**src/rtl/pipeline_hazard_ctrl.sv**
```systemverilog
`default_nettype none
// ============================================================================
//  Module   : pipeline_hazard_ctrl
//  Purpose  : Central hazard controller for a 5-stage pipeline with an
//             iterative HI/LO divider. Resolves, in one cycle, which pipeline
//             registers hold or take a bubble. Priority (highest first):
//             exception, data-memory wait, branch mispredict, HI/LO hazard
//             while the divider runs, and GPR load-use conflict. It also
//             sequences the divider (start/abort pulses, busy flag) and
//             counts PC-stall cycles.
//  Ports    : clk, reset (async, active-high)
//             i_ID_data_related_conflict, i_ID_uses_hilo, i_EXE_div_issue,
//             i_EXE_branch_mispredict, i_MEM_mem_req, i_dmem_ready,
//             i_MEM_exception                           - hazard sources
//             o_*_stall / o_*_flush / o_PC_load_vector  - pipeline control
//             o_div_start, o_div_abort, o_hilo_busy     - divider control
//             o_stall_cycles[31:0]                      - PC-stall counter
//  Revision : 1.0  initial release
// ============================================================================
module pipeline_hazard_ctrl #(
  parameter int DIV_CYCLES = 32  // divider latency, legal 2..63
) (
  input  logic        clk,
  input  logic        reset,
  input  logic        i_ID_data_related_conflict,
  input  logic        i_ID_uses_hilo,
  input  logic        i_EXE_div_issue,
  input  logic        i_EXE_branch_mispredict,
  input  logic        i_MEM_mem_req,
  input  logic        i_dmem_ready,
  input  logic        i_MEM_exception,
  output logic        o_PC_stall,
  output logic        o_IF_ID_stall,
  output logic        o_ID_EXE_stall,
  output logic        o_EXE_MEM_stall,
  output logic        o_MEM_WB_stall,
  output logic        o_IF_ID_flush,
  output logic        o_ID_EXE_flush,
  output logic        o_EXE_MEM_flush,
  output logic        o_MEM_WB_flush,
  output logic        o_PC_load_vector,
  output logic        o_div_start,
  output logic        o_div_abort,
  output logic        o_hilo_busy,
  output logic [31:0] o_stall_cycles
);

  localparam logic [0:0] ST_RUN = 1'b0;
  localparam logic [0:0] ST_DIV = 1'b1;

  // Counter is loaded with DIV_CYCLES-1 so that DIV lasts exactly DIV_CYCLES.
  localparam logic [5:0] C_DIV_LOAD = 6'(DIV_CYCLES - 1);

  logic [0:0]  r_state;
  logic [5:0]  r_div_cnt;
  logic [31:0] r_stall_cnt;

  logic w_in_div;
  logic w_exc;
  logic w_dwait;
  logic w_misp;
  logic w_hilo_haz;
  logic w_load_use;

  assign w_in_div   = (r_state == ST_DIV);
  assign w_exc      = i_MEM_exception;
  assign w_dwait    = i_MEM_mem_req & ~i_dmem_ready;
  assign w_misp     = i_EXE_branch_mispredict;
  assign w_hilo_haz = w_in_div & i_ID_uses_hilo;
  assign w_load_use = i_ID_data_related_conflict;

  // Only the highest-priority active condition shapes the stall/flush set.
  // Reset deliberately does not gate this block.
  always_comb begin
    o_PC_stall       = 1'b0;
    o_IF_ID_stall    = 1'b0;
    o_ID_EXE_stall   = 1'b0;
    o_EXE_MEM_stall  = 1'b0;
    o_MEM_WB_stall   = 1'b0;
    o_IF_ID_flush    = 1'b0;
    o_ID_EXE_flush   = 1'b0;
    o_EXE_MEM_flush  = 1'b0;
    o_MEM_WB_flush   = 1'b0;
    o_PC_load_vector = 1'b0;
    if (w_exc) begin
      o_IF_ID_flush    = 1'b1;
      o_ID_EXE_flush   = 1'b1;
      o_EXE_MEM_flush  = 1'b1;
      o_PC_load_vector = 1'b1;
    end else if (w_dwait) begin
      // Freeze everything up to MEM; WB gets a bubble while MEM waits.
      o_PC_stall      = 1'b1;
      o_IF_ID_stall   = 1'b1;
      o_ID_EXE_stall  = 1'b1;
      o_EXE_MEM_stall = 1'b1;
      o_MEM_WB_flush  = 1'b1;
    end else if (w_misp) begin
      o_IF_ID_flush  = 1'b1;
      o_ID_EXE_flush = 1'b1;
    end else if (w_hilo_haz || w_load_use) begin
      // Both hazards hold the ID instruction and inject an EXE bubble.
      o_PC_stall     = 1'b1;
      o_IF_ID_stall  = 1'b1;
      o_ID_EXE_flush = 1'b1;
    end
  end

  // A divide may start under a mispredict or hazard, but not when the
  // pipeline is being redirected by an exception or frozen by memory.
  assign o_div_start = ~w_in_div & i_EXE_div_issue & ~w_exc & ~w_dwait;
  assign o_div_abort = w_in_div & w_exc;
  assign o_hilo_busy = w_in_div;

  always_ff @(posedge clk or posedge reset) begin
    if (reset) begin
      r_state   <= ST_RUN;
      r_div_cnt <= 6'd0;
    end else begin
      case (r_state)
        ST_RUN: begin
          if (o_div_start) begin
            r_state   <= ST_DIV;
            r_div_cnt <= C_DIV_LOAD;
          end
        end
        ST_DIV: begin
          if (w_exc) begin
            r_state   <= ST_RUN;
            r_div_cnt <= 6'd0;
          end else if (r_div_cnt == 6'd0) begin
            r_state <= ST_RUN;
          end else begin
            // Keeps counting through stalls: the divider is free-running.
            r_div_cnt <= r_div_cnt - 6'd1;
          end
        end
        default: begin
          r_state   <= ST_RUN;
          r_div_cnt <= 6'd0;
        end
      endcase
    end
  end

  always_ff @(posedge clk or posedge reset) begin
    if (reset) begin
      r_stall_cnt <= 32'd0;
    end else if (o_PC_stall) begin
      r_stall_cnt <= r_stall_cnt + 32'd1;  // natural 32-bit wrap
    end
  end

  assign o_stall_cycles = r_stall_cnt;

endmodule
`default_nettype wire

```
**config.mk**
```make
export PLATFORM = sky130hd
export DESIGN_NAME = pipeline_hazard_ctrl
export DESIGN_NICKNAME = d
export VERILOG_FILES = /design/src/rtl/pipeline_hazard_ctrl.sv
export SDC_FILE = /design/constraint.sdc
export NUM_CORES = 1
export LEC_CHECK = 0
export BUFFER_PORTS_ARGS = -buffer_cell sky130_fd_sc_hd__buf_4
export CORE_MARGIN = 2
export CORE_UTILIZATION = 52
export DETAILED_ROUTE_END_ITERATION = 10
export PLACE_DENSITY = 0.85
export SLEW_MARGIN = 20
export SYNTH_ARGS = -nofsm -noshare
export SYNTH_HDL_FRONTEND = slang
export SYNTH_SLANG_ARGS = --single-unit
```
**constraint.sdc**
```tcl
create_clock -name clk -period 2.3 [get_ports clk]
set_input_delay 0.115 -clock clk [delete_from_list [all_inputs] [get_ports clk]]
set_output_delay 0.115 -clock clk [all_outputs]
set_load 0.02 [all_outputs]
```
After elaboration in Yosys (flattened, before gate mapping)

Cells that the tools add are included.

Reductions and logical operators: 3
Bitwise gates (word level): 10
Mux-type cells: 21
$add $sub $neg: 2
Equal/unequal tests: 2

Operators by type and width:

| kind                                                               | number |
|---|---|
| 32-bit by 1-bit adder with 32-bit output, second input constant    | 1 |
| 6-bit 2-to-1 mux                                                   | 3 |
| 1-bit 2-to-1 mux                                                   | 16 |
| 6-bit one-hot mux with 2 select lines                              | 1 |
| 1-bit bitwise AND                                                  | 6 |
| 6-bit zero test                                                    | 1 |
| 6-bit by 1-bit subtractor with 6-bit output, second input constant | 1 |
| 1-bit NOT                                                          | 4 |
| 3-bit != test, second input constant                               | 1 |
| 2-bit != test, second input constant                               | 1 |
| 1-bit one-hot mux with 2 select lines                              | 1 |
| 2-bit AND reduction                                                | 1 |
| 1-bit logical OR                                                   | 1 |

Bits of input ports: 9
Output and inout bits: 45
Word-level logic and storage cells: 41
Flip-flop bits (word level): 39

Longest topological paths before layout

Word-level depth: 6
Gate-level depth with buffers: 6
Depth with buffers taken out: 6

Least setup slack after synthesis

OpenSTA, ideal clock, no wires.

Path type: input-to-reg
From: input port i_MEM_exception
To: register r_stall_cnt[26] (netlist: o_stall_cycles[26])
Path buffers: 0
Setup time: 0.080 ns
Slack: 0.204 ns
Stages on the path: 5
Data arrival time: 2.016 ns
Cell sequence: nor3b_1 nor2_1 or3_2 nor4_1 xor2_1

Word-level cells in the longest chain between the ends: 1

Ends and longest elaborated chain:

| item                 | line | source |
|---|---|---|
| start, declared      | 31   | `input logic i_MEM_exception,` |
| 1-bit 2-to-1 mux     | 85   | `if (w_exc) begin` |
| end signal, assigned | 149  | `r_stall_cnt <= r_stall_cnt + 32'd1;` |
| end, declared        | 56   | `logic [31:0] r_stall_cnt;` |

No other way between the ends.
A chain may end at the register's enable or synchronous reset.

Final worst setup path

From: register r_stall_cnt[3] (netlist: o_stall_cycles[3])
To: register r_stall_cnt[25] (netlist: o_stall_cycles[25])

Word-level cells in the longest chain between the ends: 1

Ends and longest elaborated chain:

| item                                     | line |
|---|---|
| 32-bit by 1-bit adder with 32-bit output | 149 |

No other way between the ends.

==> impl_metrics.py <==
metrics = {
    "run_status": {
        "outcome": "complete, no violations",
    },
    "sta": {
        "setup_viol": 0,
        "tns_ns": 0,
        "worst_slack_ns": 0.283,
        "rsz0062_at_grt": "no",
        "fmax_mhz": 496,
        "slew_viol_final": 0,
        "worst_slew_pin_slew_ns": 0.556,
        "slew_headroom": 0.626,
        "finalHoldViolations": 0,
        "min_period_over_period": 0.877,
        "fin_worst_skew_ns": 0.00649,
        "layout_min_cycle_time_ns": 2.02,
    },
    "grt": {
        "grt_max_degree": 40,
        "antenna_found_initial": 0,
        "overflow": 0,
        "grt_pass1_vias": 1534,
        "grt_first_pass_wirelength_um": 7020,
        "grt_usage": 0.219,
    },
    "die": {
        "die_y_um": 66.0,
        "initial_utilization": 0.541,
        "rows": 22,
        "pin_count": 54,
        "core_area_sq_um": 3690,
        "fp.dieW_um": 66.0,
        "dieArea_sq_um": 4350,
    },
    "logic_synthesis": {
        "synth_area_leaders": "dfrtp_1, xnor2_1, xor2_1, nand2_1, nand3_1",
        "postSynthCellCount": 195,
        "yosys_warnings": 0,
        "ys_seq_area_frac": 0.489,
        "synth_area_sq_um": 2000,
        "synth_most_common_cell": "dfrtp_1",
        "async_flop_share": 1.00,
        "ys_seq_elements": 39,
        "synth_cell_type_count": 42,
        "syn_nets": 207,
        "synthTopCellsByCount": "dfrtp_1, nand2_1, xnor2_1",
        "synth_edf_count": 0,
        "yosysTopAreaCell": "dfrtp_1",
        "yosys.area.top_type_share": 0.489,
        "ys.flop_type": "dfrtp_1",
        "syn_area_per_cell_sq_um": 10.2,
    },
    "hold_path": {
        "hold_path_end": "r_div_cnt[1]",
        "hold_depth": 2,
        "hold_class": "in -> reg",
        "hold_start": "i_MEM_exception",
    },
    "placement": {
        "pre_cts_ws_ns": 0.316,
        "io_buffers": 52,
        "dp_hpwl_um": 3140,
        "gp_congestion": 0.797,
        "placed_cell_area_sq_um": 2420,
    },
    "critical_path": {
        "critical_path.startpoint": "o_stall_cycles[3]",
        "cp.arrival_ns": 2.24,
        "r2r_cells": 5,
        "r2r_start": "o_stall_cycles[3]",
        "r2r_end": "o_stall_cycles[25]",
        "path_class": "reg -> reg",
        "endpoint_kind": "register",
        "worstPathRequired_ns": 2.52,
        "cp_max_fo": 7,
        "worstPathCellList": "nand4_1 > a2111oi_0 > nand4bb_1 > nor4_1 > xor2_1",
        "slowest_stage": "dfrtp_1",
        "r2r_slack_ns": 0.28,
        "cpPeakStageDelay_ns": 0.46,
        "cp-start-kind": "register",
    },
    "clocking": {
        "postCtsSetupRepairBufs": 0,
        "clock_tree.buffer_depth": 2,
        "cts-root-buf": "clkbuf_8",
        "hold_buffers": 1,
        "clk_latency_ns": 0.30,
        "cts_tree": "done",
        "cts_inserted_buffers": 5,
        "clk_pin_slew_worst_paths_ns": 0.08,
        "cts_resized": 0,
        "clkSinkCount": 39,
        "htreeDepth": 2,
    },
    "detailed_routing": {
        "dr.pass1.iters": 4,
        "drc": 0,
        "wl_per_cell_um": 14.2,
        "drt_wl_total_um": 4260,
        "viasPerCell": 5.44,
        "antenna_left": 0,
        "vias": 1633,
        "dr.first_iter.drc_count": 105,
    },
    "layout": {
        "n_antenna_cell": 0,
        "drive_gt1_frac": 0.290,
        "syn2layout_area_growth_pct": 26.8,
        "final_nets": 263,
        "fin_area_sq_um": 2530,
        "multi_input_area_sq_um": 922,
        "seq_area_sq_um": 976,
        "fillers": 295,
    },
    "power": {
        "ir_drop_mv": 0.571,
        "cellLeakagePower_nw": 1.22,
        "power_mw": 2.06,
        "power_density_nw_per_um2": 816,
    },
    "run": {
        "drv_cap": 0,
    },
}
==> report_power, final <==
part / internal [mW] / switching [mW]
logic: 0.288 / 0.347
registers: 0.793 / 0.128
clock network: 0.274 / 0.235
==> critical path: cells and delay by family, from the launching register on <==
family,cells,cell delay (ns)
compound gates,1,0.39
flops,1,0.46
xor+xnor,1,0.17
simple gates,3,0.94
==> worst max path at each step <==
stage | endpoint | cells past startpoint
finish | o_stall_cycles[25] | 5
global route | o_stall_cycles[25] | 5
CTS | o_stall_cycles[25] | 5
detailed placement | o_stall_cycles[25] | 6
global placement | o_stall_cycles[25] | 5
floorplan | o_stall_cycles[26] | 5
==> layer usage <==
layer	track usage	routed length (um)	part of all wire	up-vias
met5	0	0	0	-
met4	0.0995	100	0.023	0
met2	0.340	2010	0.47	47
met1	0.275	1930	0.45	798
met3	0.0767	229	0.054	7
li1	-	-	-	781
==> layout make-up <==
class                      count  area share
sequential                    39       0.386
multi-input combinational    138       0.364
timing repair buffer          58       0.173
clock buffer                   8      0.0396
tap                           48      0.0237
inverter                       9      0.0134
==> stage by stage <==
stage / hold slack [ns] / std cells / util
final: 0.109 / 300 / 0.686
after global routing: 0.122 / 300 / 0.686
after CTS: 0.106 / 300 / 0.686
after detailed placement: 0.262 / 291 / 0.656
after global placement: 0.267 / 291 / 0.656
after floorplan: 0.320 / 195 / -
==> sequential cells by signal (all words and copies together), names as in the netlist <==
name	flops
o_stall_cycles	32
o_hilo_busy	1
r_div_cnt	6
==> kinds of logic (layout without fill, tap and decap cells) <==
logic type / after synthesis / in the layout / share of synthesized area
and+or+nand+nor: 83 / 83 / 0.231
DFF: 39 / 39 / 0.489
xor gates and xnor gates: 32 / 32 / 0.140
AOI/OAI and AO/OA: 18 / 18 / 0.0646
buffers and inverters: 18 / 75 / 0.0489
adders and majority gates: 3 / 3 / 0.0188
other: 1 / 1 / 0.00188
muxes: 1 / 1 / 0.00564
==> placed cells by master (no fill, tap or decap), types with 2 or more instances in the layout <==
master / n
and4_1: 3
nand2_1: 19
inv_1: 9
nand2b_1: 3
nand3b_1: 2
a21o_1: 4
clkbuf_8: 7
dfrtp_1: 39
buf_4: 57
xnor2_1: 19
and3_1: 2
a21oi_1: 3
nor3_1: 11
or3_1: 2
a2bb2oi_1: 2
o21ai_0: 2
nand4_1: 5
nor3b_1: 2
ha_1: 3
xor2_1: 13
nor2_1: 9
nand3_1: 11
nor4_1: 5
Power figures use the tool's default switching activity.
